$ cat src/rtl/instruction_fetch.sv
// rtl/instruction_fetch.sv - instruction fetch unit with PC, ROM interface and 2-entry prefetch buffer
module instruction_fetch #(
  parameter logic [31:0] RESET_PC = 32'h0000_0000
) (
  input  logic        clk,
  input  logic        rst_n,
  input  logic        fetch_en,
  output logic [31:0] rom_addr,
  input  logic [31:0] rom_data,
  input  logic        redirect_valid,
  input  logic [31:0] redirect_pc,
  output logic        out_valid,
  input  logic        out_ready,
  output logic [31:0] out_instr,
  output logic [31:0] out_pc
);

  logic [31:0] pc;
  logic [31:0] buf_pc    [2];
  logic [31:0] buf_instr [2];
  logic        rd_ptr;
  logic        wr_ptr;
  logic [1:0]  count;

  logic        pop;
  logic        fill;

  // ROM address is always the word-aligned PC; low bits never reach the ROM
  assign rom_addr = {pc[31:2], 2'b00};

  // Head of the buffer is registered storage only, so it holds steady under backpressure
  assign out_valid = (count != 2'd0);
  assign out_instr = buf_instr[rd_ptr];
  assign out_pc    = buf_pc[rd_ptr];

  // A full buffer may still accept a word when the head leaves in the same cycle
  assign pop  = out_valid && out_ready;
  assign fill = fetch_en && !redirect_valid && ((count < 2'd2) || pop);

  // PC, pointers and occupancy; a redirect flushes everything including a coincident pop
  always_ff @(posedge clk or negedge rst_n) begin
    if (!rst_n) begin
      pc     <= {RESET_PC[31:2], 2'b00};
      rd_ptr <= 1'b0;
      wr_ptr <= 1'b0;
      count  <= 2'd0;
    end else if (redirect_valid) begin
      pc     <= {redirect_pc[31:2], 2'b00};
      rd_ptr <= 1'b0;
      wr_ptr <= 1'b0;
      count  <= 2'd0;
    end else begin
      if (fill) begin
        pc     <= {pc[31:2], 2'b00} + 32'd4;
        wr_ptr <= ~wr_ptr;
      end
      if (pop) begin
        rd_ptr <= ~rd_ptr;
      end
      case ({fill, pop})
        2'b10:   count <= count + 2'd1;
        2'b01:   count <= count - 2'd1;
        default: count <= count;
      endcase
    end
  end

  // Buffer entries capture {pc, rom_data} on a fill; cleared on reset so outputs read zero
  always_ff @(posedge clk or negedge rst_n) begin
    if (!rst_n) begin
      buf_pc[0]    <= 32'd0;
      buf_pc[1]    <= 32'd0;
      buf_instr[0] <= 32'd0;
      buf_instr[1] <= 32'd0;
    end else if (fill) begin
      buf_pc[wr_ptr]    <= {pc[31:2], 2'b00};
      buf_instr[wr_ptr] <= rom_data;
    end
  end

endmodule

$ cat config.mk
export PLATFORM = sky130hd
export DESIGN_NAME = instruction_fetch
export DESIGN_NICKNAME = d
export VERILOG_FILES = /design/src/rtl/instruction_fetch.sv
export SDC_FILE = /design/constraint.sdc
export NUM_CORES = 1
export LEC_CHECK = 0
export CORE_MARGIN = 8
export CORE_UTILIZATION = 50
export DETAILED_ROUTE_END_ITERATION = 10
export GPL_TIMING_DRIVEN = 1
export MAX_ROUTING_LAYER = met4
export PLACE_DENSITY = 0.8
export SKIP_CTS_REPAIR_TIMING = 1
export SYNTH_ARGS = -nofsm -noshare
export SYNTH_HDL_FRONTEND = slang
export SYNTH_SLANG_ARGS = --single-unit
$ cat constraint.sdc
create_clock -name clk -period 2.2 [get_ports clk]
set_input_delay 0.55 -clock clk [delete_from_list [all_inputs] [get_ports clk]]
set_output_delay 0.55 -clock clk [all_outputs]
set_load 0.02 [all_outputs]
==> results of run 1 <==
## worst min-delay path by stage
stage / startpoint / end / slack (ns)
2_1_floorplan: rst_n / buf_instr[0]$_DFFE_PN0P_ / 0.25
3_3_place_gp: buf_instr[51]$_DFFE_PN0P_ / buf_instr[51]$_DFFE_PN0P_ / 0.47
3_5_place_dp: buf_pc[58]$_DFFE_PN0P_ / buf_pc[58]$_DFFE_PN0P_ / 0.48
4_1_cts: rst_n / buf_instr[52]$_DFFE_PN0P_ / 0.10
5_1_grt: rst_n / buf_instr[19]$_DFFE_PN0P_ / 0.13
6_report: rst_n / buf_instr[20]$_DFFE_PN0P_ / 0.08
## sequential cells by signal (all words and copies together) (netlist names)
register and count:
wr_ptr 1, buf_instr 64, pc 30, rd_ptr 1, buf_pc 60, count 2
## synth_stat cells (all sizes together) (2+ instances only)
cell,count
xnor2,18
and3,7
and4,5
nor2b,2
or2,4
mux2,188
dfrtp,158
nor3,8
nor2,10
xor2,10
o211ai,4
clkbuf,10
o21ai,28
nand3,14
nor4,6
nand2,41
buf,25
inv,5
nand4,6
## stage by stage
step / cell area [sq um] / TNS [ns] / hold slack (ns) / instances
floorplan: 7380 / 0 / 0.254 / 561
global placement: 9260 / -15.53 / 0.465 / 893
detailed placement: 9260 / -22.36 / 0.476 / 893
CTS: 9840 / -22.21 / 0.104 / 925
global route: 9760 / -2.28 / 0.131 / 933
finish: 9760 / -0.833 / 0.0775 / 933
## area by class of cell
cell class,instances,area share
inverter,5,0.00192
antenna,2,0.000513
sequential,158,0.406
multi-input combinational,363,0.328
clock buffer,22,0.0486
timing repair buffer,189,0.181
clock inverter,10,0.0115
tap,184,0.0236
## routing by layer
| layer | GRT usage | up-vias | share of wire |
|---|---|---|---|
| li1 | - | 2325 | - |
| met1 | 0.240 | 2573 | 0.42 |
| met2 | 0.338 | 149 | 0.50 |
| met3 | 0.0518 | 25 | 0.062 |
| met4 | 0.0700 | 0 | 0.018 |
| met5 | - | - | 0 |
## kinds of logic (layout without fill, tap and decap cells)
group | count (synthesis) | after routing | share of synthesized area
DFF | 158 | 158 | 0.537
adders and majority gates | 1 | 1 | 0.00170
buffers and inverters | 40 | 226 | 0.0309
AOI/OAI and AO/OA | 36 | 36 | 0.0267
xor gates and xnor gates | 28 | 28 | 0.0333
muxes | 189 | 189 | 0.289
other | 1 | 6 | 0.000509
and+or+nand+nor | 105 | 105 | 0.0814
## critical path, delay by kind of cell, from the launching register on
family | cells | cell delay (ns)
DFF | 1 | 0.43
muxes | 1 | 0.34
buffers and inverters | 3 | 0.53
## power by group through the flow
stage               combinational (mW)  sequential [mW]  clock [mW]
finish                            2.68             4.06        2.90
global route                      2.88             4.17        3.09
global placement                  2.86             4.03           0
CTS                               2.95             4.06        2.95
floorplan                         1.69             4.03           0
detailed placement                2.93             4.11           0
==> impl_metrics.ini, run 1 <==
[place]
dpl.hpwl_microns = 12600
portBuffers = 159
pre_cts_ws_ns = -0.271
gp_congestion = 0.789

[global_route]
grt_use_total = 0.205
antenna_found_initial = 2
grt_pass1_vias = 5628
grt_max_degree = 59
grt_pass1_wl_microns = 29100
overflow = 0

[clock_network]
clockBufferDepth = 2
ctsRootBufferMaster = clkbuf_16
htreeDepth = 4
clkLatencyLatePin_ns = 0.42
cts_sinks = 158
cts_buffers = 17
cts_tree = done
clkSlewWorstSetupHoldPaths_ns = 0.06

[final_layout]
final_layout_size_suffix_gt1_frac = 0.416
fillerInstances = 1071
finalNetCount = 804
final_cell_mix = mux2_2, dfrtp_1, clkdlybuf4s50_1
multi_input_area_sq_um = 3200
area_growth_pct = 32.5
final_common_cell = mux2_2
final_core_util = 0.674
seqCellArea_sq_um = 3960

[floorplanning]
chipHeight_microns = 137
dieWidth_microns = 137
rows = 44
initial_utilization = 0.509
ios = 166
core-area_sq_um = 14500
dieArea_sq_um = 18900

[power_and_ir_drop]
sw_frac_of_total = 0.295
fin_total_pwr_mw = 9.65
p_switching_mw = 2.84
p_leak_nw = 4.33
pwr-share-seq = 0.421
p_int_mw = 6.80
p_clk_frac = 0.301
pwr-share-comb = 0.278
p_per_area_nw_per_um2 = 989
peakVddDrop_uv = 492

[timing]
max_freq_mhz = 440
relSlewSlack = 0.647
layout_worst_path_cycle_share = 1.03
fin_crit_ns = 2.27
tightest_slew_ns = 0.530
setup_violations = 30
fin_ws_ns = -0.0704
hold_violations = 0
finalMaxSlewViolations = 0
rsz0062_at_grt = yes
clock_skew_ns = 0.00607

[critical_path]
crit_type = reg2out
cp-end-kind = output port
regToRegSetupSlack_ns = 0.22
cpMaxStageDelayCell = dfrtp_2
path_max_fanout = 6
crit_chain = buf_4 -> buf_8 -> mux2_2 -> dlymetal6s2s_1
startpoint_type = register
worstRegToRegCells = 5
cp-startpoint = rd_ptr$_DFFE_PN0P_
crit_path_max_incr_delay_ns = 0.43
cp.required_ns = 1.65
r2r_end = pc[31]$_DFFE_PN0P_
r2r_start = pc[7]$_DFFE_PN0P_
cp.arrival_ns = 1.72
worstSetupEndpoint = out_instr[24]

[detailed_routing]
ant_nets = 0
drt-pass1-iter-count = 5
wl_microns = 18600
via_count = 5072
post-route-drc-count = 0
vias_per_cell = 5.44
wire_per_inst_microns = 19.9
dr.first_iter.drc_count = 401

[outcome]
status = finished, violations left
violations = setup timing

[synth]
synth.avg_cell_area_sq_um = 13.2
syn_inst = 558
ys_top_cells_by_area = dfrtp_1, mux2_2, xnor2_1
synth-main-ff-cell = dfrtp_1
synth.ff_latch_count = 158
yosys.area.top_type = dfrtp_1
syn_area_sq_um = 7370
ys.warnings.count = 0
seq_area_frac_synth = 0.537
synth_edf_count = 0
yosys.cell_types.count = 38
yosysTopAreaCellShare = 0.537
async_flop_share = 1.00

[run]
max_cap_violations = 0

[hold_path]
min_path_type = in2async
(Power assumes the default switching activity.)
==> run 2, diff against run 1 <==
ABC_AREA = 1   (was not set)
REMOVE_ABC_BUFFERS = 1   (was not set)
==> impl_metrics.ini, run 2 <==
[global_route]
grt_pass1_wl_microns = 33300
antenna_found_initial = 0
grt_max_degree = 53
grt_use_total = 0.214
overflow = 0
grt_pass1_vias = 6651

[synth]
syn_inst = 1035
ys_top_cells_by_area = dfrtp_1, nand2_1, o21ai_1
synth.avg_cell_area_sq_um = 7.53
seq_area_frac_synth = 0.508
synth.most_common_cell = nand2_1
synth_commonest_cells = nand2_1, dfrtp_1, o21ai_1, inv_1, o21ai_0
synth-main-ff-cell = dfrtp_1
yosysTopAreaCellShare = 0.508
yosys.cell_types.count = 32
syn_area_sq_um = 7790
synth_edf_count = 0
synth.ff_latch_count = 158
ys.warnings.count = 0
async_flop_share = 1.00
yosys.area.top_type = dfrtp_1

[critical_path]
cp.required_ns = 1.65
cp-end-kind = output port
critPathTopFamily = buffers and inverters
startpoint_type = register
path_max_fanout = 6
r2r_start = pc[3]$_DFFE_PN0P_
r2r_end = pc[16]$_DFFE_PN0P_
crit_path_max_incr_delay_ns = 0.70
cpMaxStageDelayCell = clkdlybuf4s50_1
worstRegToRegCells = 7
cp.arrival_ns = 1.58
crit_chain = clkdlybuf4s50_1
path_buf_inv = 1
regToRegSetupSlack_ns = 0.50
crit_type = reg2out

[detailed_routing]
post-route-drc-count = 0
dr.first_iter.drc_count = 502
wire_per_inst_microns = 15.0
vias_per_cell = 4.99
wl_microns = 20800
ant_nets = 0
drt-pass1-iter-count = 5
via_count = 6941

[final_layout]
diodes = 0
area_growth_pct = 34.3
final_layout_size_suffix_gt1_frac = 0.0657
final_common_cell = nand2_1
seqCellArea_sq_um = 3960
fillerInstances = 1262
largest_register = buf_instr
multi_input_area_sq_um = 3150
layout_top_registers = buf_instr x64, buf_pc x60, pc x30
final_cell_mix = nand2_1, dfrtp_1, o21ai_1
finalNetCount = 1260
largest_register_ffs = 64

[timing]
setup_tns_ns = 0
hold_violations = 0
fin_ws_ns = 0.0656
tightest_slew_ns = 0.526
max_freq_mhz = 469
fin_crit_ns = 2.13
rsz0062_at_grt = no
finalMaxSlewViolations = 0
clock_skew_ns = 0.00828
setup_violations = 0
relSlewSlack = 0.650
layout_worst_path_cycle_share = 0.970

[floorplanning]
ios = 166
initial_utilization = 0.512
rows = 45
core-area_sq_um = 15200
dieArea_sq_um = 19800
dieWidth_microns = 141
chipHeight_microns = 141

[clock_network]
cts_tree = done
ctsRootBufferMaster = clkbuf_16
htreeDepth = 4
clockBufferDepth = 2
cts_buffers = 17
clkSlewWorstSetupHoldPaths_ns = 0.06
cts_sinks = 158
clkLatencyLatePin_ns = 0.42

[power_and_ir_drop]
fin_total_pwr_mw = 10.3
peakVddDrop_uv = 602
p_leak_nw = 5.86
p_per_area_nw_per_um2 = 988

[run]
max_cap_violations = 0

[place]
gp_congestion = 0.934
portBuffers = 159
pre_cts_ws_ns = 0.0887
dpl.hpwl_microns = 14800

[outcome]
status = complete, no violations

[hold_path]
min_path_type = in2async
## run 2: cell count changes after synthesis, sizes merged, moves of 6 or more
cell / before / now
nand4: 6 / 0
nor4: 6 / 0
nand3: 14 / 22
clkbuf: 10 / 23
mux2: 188 / 0
nand2: 41 / 468
o21ai: 28 / 155
inv: 5 / 97
xnor2: 18 / 2
and3: 7 / 0
nor2: 10 / 49
## run 2: worst max-delay path by stage
stage / start / end / slack [ns] / depth (start not counted)
2_1_floorplan: rd_ptr$_DFFE_PN0P_ / out_instr[0] / -0.50 / 3
3_3_place_gp: rd_ptr$_DFFE_PN0P_ / out_pc[2] / 0.11 / 5
3_5_place_dp: redirect_valid / buf_pc[59]$_DFFE_PN0P_ / 0.09 / 7
4_1_cts: rd_ptr$_DFFE_PN0P_ / out_pc[2] / -0.34 / 5
5_1_grt: rd_ptr$_DFFE_PN0P_ / out_instr[18] / 0.003 / 5
6_report: pc[13]$_DFFE_PN0P_ / rom_addr[13] / 0.07 / 1
## run 2: power by group
group | switching (mW) | internal (mW) | total, mW
Sequential | 0.451 | 3.63 | 4.08
Clock | 1.14 | 1.99 | 3.13
Combinational | 1.76 | 1.36 | 3.12
## run 2: cells by family (layout without fill, tap and decap cells)
kind of cell / count (synthesis) / in the layout / share of synthesized area
flops: 158 / 158 / 0.508
compound gates: 174 / 174 / 0.119
simple gates: 545 / 545 / 0.274
fa+ha+maj: 1 / 1 / 0.00161
xor+xnor: 7 / 7 / 0.00787
buf+inv: 149 / 314 / 0.0893
other cells: 1 / 4 / 0.000481
## run 2: cell type report
type / count / share of cell area
sequential: 158 / 0.378
multi-input combinational: 731 / 0.301
timing repair buffer: 185 / 0.202
clock buffer: 22 / 0.0453
inverter: 97 / 0.0353
tap: 188 / 0.0225
clock inverter: 10 / 0.0152
## run 2: per-layer routing
metal	routed length, microns	up-vias	GRT usage
li1	-	3536	-
met1	9490	3147	0.273
met2	9770	230	0.335
met3	1230	28	0.0473
met4	320	0	0.0667
met5	0	-	-
## run 2: worst reg2reg max path, cell delays in order (launching register included)
cell and delay [ns]:
dfrtp_1 0.42, ha_1 0.25, nand3_1 0.17, nor2_2 0.30, nand3_1 0.17, xor2_1 0.17
nand2_1 0.06, nand2_1 0.05
## run 2: metrics by stage
stage          hold slack [ns]   util  instance area, sq um  std cells
6_report                0.0811  0.688                 10500       1391
5_1_grt                  0.112  0.688                 10500       1391
4_1_cts                 0.0967  0.678                 10300       1391
3_5_place_dp             0.469  0.636                  9670       1359
3_3_place_gp             0.466  0.636                  9670       1359
2_1_floorplan            0.254      -                  7470        986
==> run 3, diff against run 2 <==
--- a/config.mk
+++ b/config.mk
@@ -18,2 +18,3 @@
 export SYNTH_HDL_FRONTEND = slang
 export SYNTH_SLANG_ARGS = --single-unit
+export TNS_END_PERCENT = 100
==> constraint.sdc (replaced) <==
create_clock -name clk -period 2.2 [get_ports clk]
set_input_delay 0.66 -clock clk [delete_from_list [all_inputs] [get_ports clk]]
set_output_delay 0.66 -clock clk [all_outputs]
set_load 0.02 [all_outputs]
==> impl_metrics.ini, run 3 (synthesized netlist as in run 2, its figures left out) <==
[clock_network]
clkSlewWorstSetupHoldPaths_ns = 0.07
cts_sinks = 158
htreeDepth = 4
clockBufferDepth = 2
ctsRootBufferMaster = clkbuf_16
clkLatencyLatePin_ns = 0.42
cts_tree = done
cts_buffers = 17

[power_and_ir_drop]
sw_frac_of_total = 0.340
p_int_mw = 6.70
p_leak_nw = 5.50
p_clk_frac = 0.304
p_per_area_nw_per_um2 = 991
fin_total_pwr_mw = 10.2
p_switching_mw = 3.46
peakVddDrop_uv = 549
pwr-share-seq = 0.402
pwr-share-comb = 0.294

[timing]
tightest_slew_ns = 0.584
hold_violations = 0
clock_skew_ns = 0.0116
holdWs_ns = 0.0689
setup_violations = 0
relSlewSlack = 0.610
fin_ws_ns = 0.0273
layout_worst_path_cycle_share = 0.988
fin_crit_ns = 2.17
finalMaxSlewViolations = 0
max_freq_mhz = 460

[final_layout]
final_cell_mix = nand2_1, dfrtp_1, o21ai_1
layout_top_registers = buf_instr x64, buf_pc x60, pc x30
finalNetCount = 1269
area_growth_pct = 31.6
final_layout_size_suffix_gt1_frac = 0.120
final_cells = 1400
diodes = 0
largest_register = buf_instr
final_common_cell = nand2_1
largest_register_ffs = 64

[critical_path]
cpMaxStageDelayCell = clkdlybuf4s50_1
r2r_end = pc[16]$_DFFE_PN0P_
regToRegSetupSlack_ns = 0.53
r2r_start = pc[2]$_DFFE_PN0P_
path_buf_inv = 1
worstSetupEndpoint = rom_addr[9]
path_depth = 1
startpoint_type = register
critPathTopFamily = buffers and inverters
path_max_fanout = 5
crit_type = reg2out
cp-end-kind = output port
worstRegToRegCells = 7
cp.required_ns = 1.54
crit_path_max_incr_delay_ns = 0.66
cp.arrival_ns = 1.51
crit_chain = clkdlybuf4s50_1
cp-startpoint = pc[9]$_DFFE_PN0P_

[detailed_routing]
wire_per_inst_microns = 15.3
via_count = 7104
ant_nets = 0
drt-pass1-iter-count = 5
wl_microns = 21400
dr.first_iter.drc_count = 427
post-route-drc-count = 0
vias_per_cell = 5.07

[global_route]
grt_max_degree = 57
overflow = 0
antenna_found_initial = 0
grt_pass1_wl_microns = 34600
grt_use_total = 0.222
grt_pass1_vias = 6881

[place]
pre_cts_ws_ns = 0.00892
portBuffers = 159
placed_cells = 1365
dpl.hpwl_microns = 14900
gp_congestion = 0.934

[floorplanning]
dieWidth_microns = 141
dieArea_sq_um = 19800
chipHeight_microns = 141
rows = 45
initial_utilization = 0.512
core-area_sq_um = 15200
ios = 166

[hold_path]
min_path_type = in2async

[run]
max_cap_violations = 0

[outcome]
status = complete, no violations
-- run 3: cell count changes in the layout (fill, tap and decap cells not counted), moves of 5 or more --
| cell | change |
|---|---|
| buf_6 | +5 |
| clkbuf_2 | +45 |
| clkdlybuf4s50_1 | -21 |
| dlymetal6s2s_1 | -33 |
| buf_4 | +5 |
| buf_2 | +5 |
-- run 3: area by class of cell --
cell class	count	area (sq um)
sequential	158	3960
tap	188	235
inverter	97	374
clock buffer	20	467
timing repair buffer	194	1910
fill	1281	4950
multi-input combinational	731	3150
clock inverter	12	158
-- run 3: how the worst min path moves through the flow --
stage                                    from                        end  slack (ns)  cells after the start
finish                                  rst_n  buf_instr[30]$_DFFE_PN0P_        0.07                      1
global route                            rst_n  buf_instr[62]$_DFFE_PN0P_        0.06                      1
floorplan                               rst_n   buf_instr[0]$_DFFE_PN0P_        0.36                      0
CTS                                     rst_n  buf_instr[62]$_DFFE_PN0P_        0.06                      1
global placement    buf_instr[31]$_DFFE_PN0P_  buf_instr[31]$_DFFE_PN0P_        0.46                      2
detailed placement     buf_pc[48]$_DFFE_PN0P_     buf_pc[48]$_DFFE_PN0P_        0.47                      2
-- run 3: worst reg2reg max path, cell delays in order, from the launching register on --
cell	delay (ns)
dfrtp_1	0.41
ha_1	0.24
nand3_1	0.17
nor2_2	0.29
nand3_1	0.17
xor2_1	0.17
nand2_1	0.06
nand2_1	0.04
-- run 3: per-layer routing --
layer / global-route usage / up-vias / wire (microns)
li1: - / 3558 / -
met1: 0.286 / 3280 / 9650
met2: 0.347 / 239 / 10100
met3: 0.0456 / 27 / 1420
met4: 0.0713 / 0 / 272
met5: - / - / 0
-- run 3: power groups by stage --
stage	sequential [mW]	combinational (mW)	clock (mW)
6_report	4.08	2.99	3.09
5_1_grt	4.18	3.33	3.26
4_1_cts	4.08	3.27	3.12
3_5_place_dp	4.12	3.25	0
3_3_place_gp	4.09	3.20	0
2_1_floorplan	4.13	1.66	0
-- run 3: metrics by stage --
stage	utilization	cell area [sq um]	setup TNS [ns]
final	0.674	10300	0
after global routing	0.674	10300	-0.00286
after CTS	0.681	10400	-25.04
after detailed placement	0.640	9730	0
after global placement	0.640	9730	0
after floorplan	-	7470	-38.04
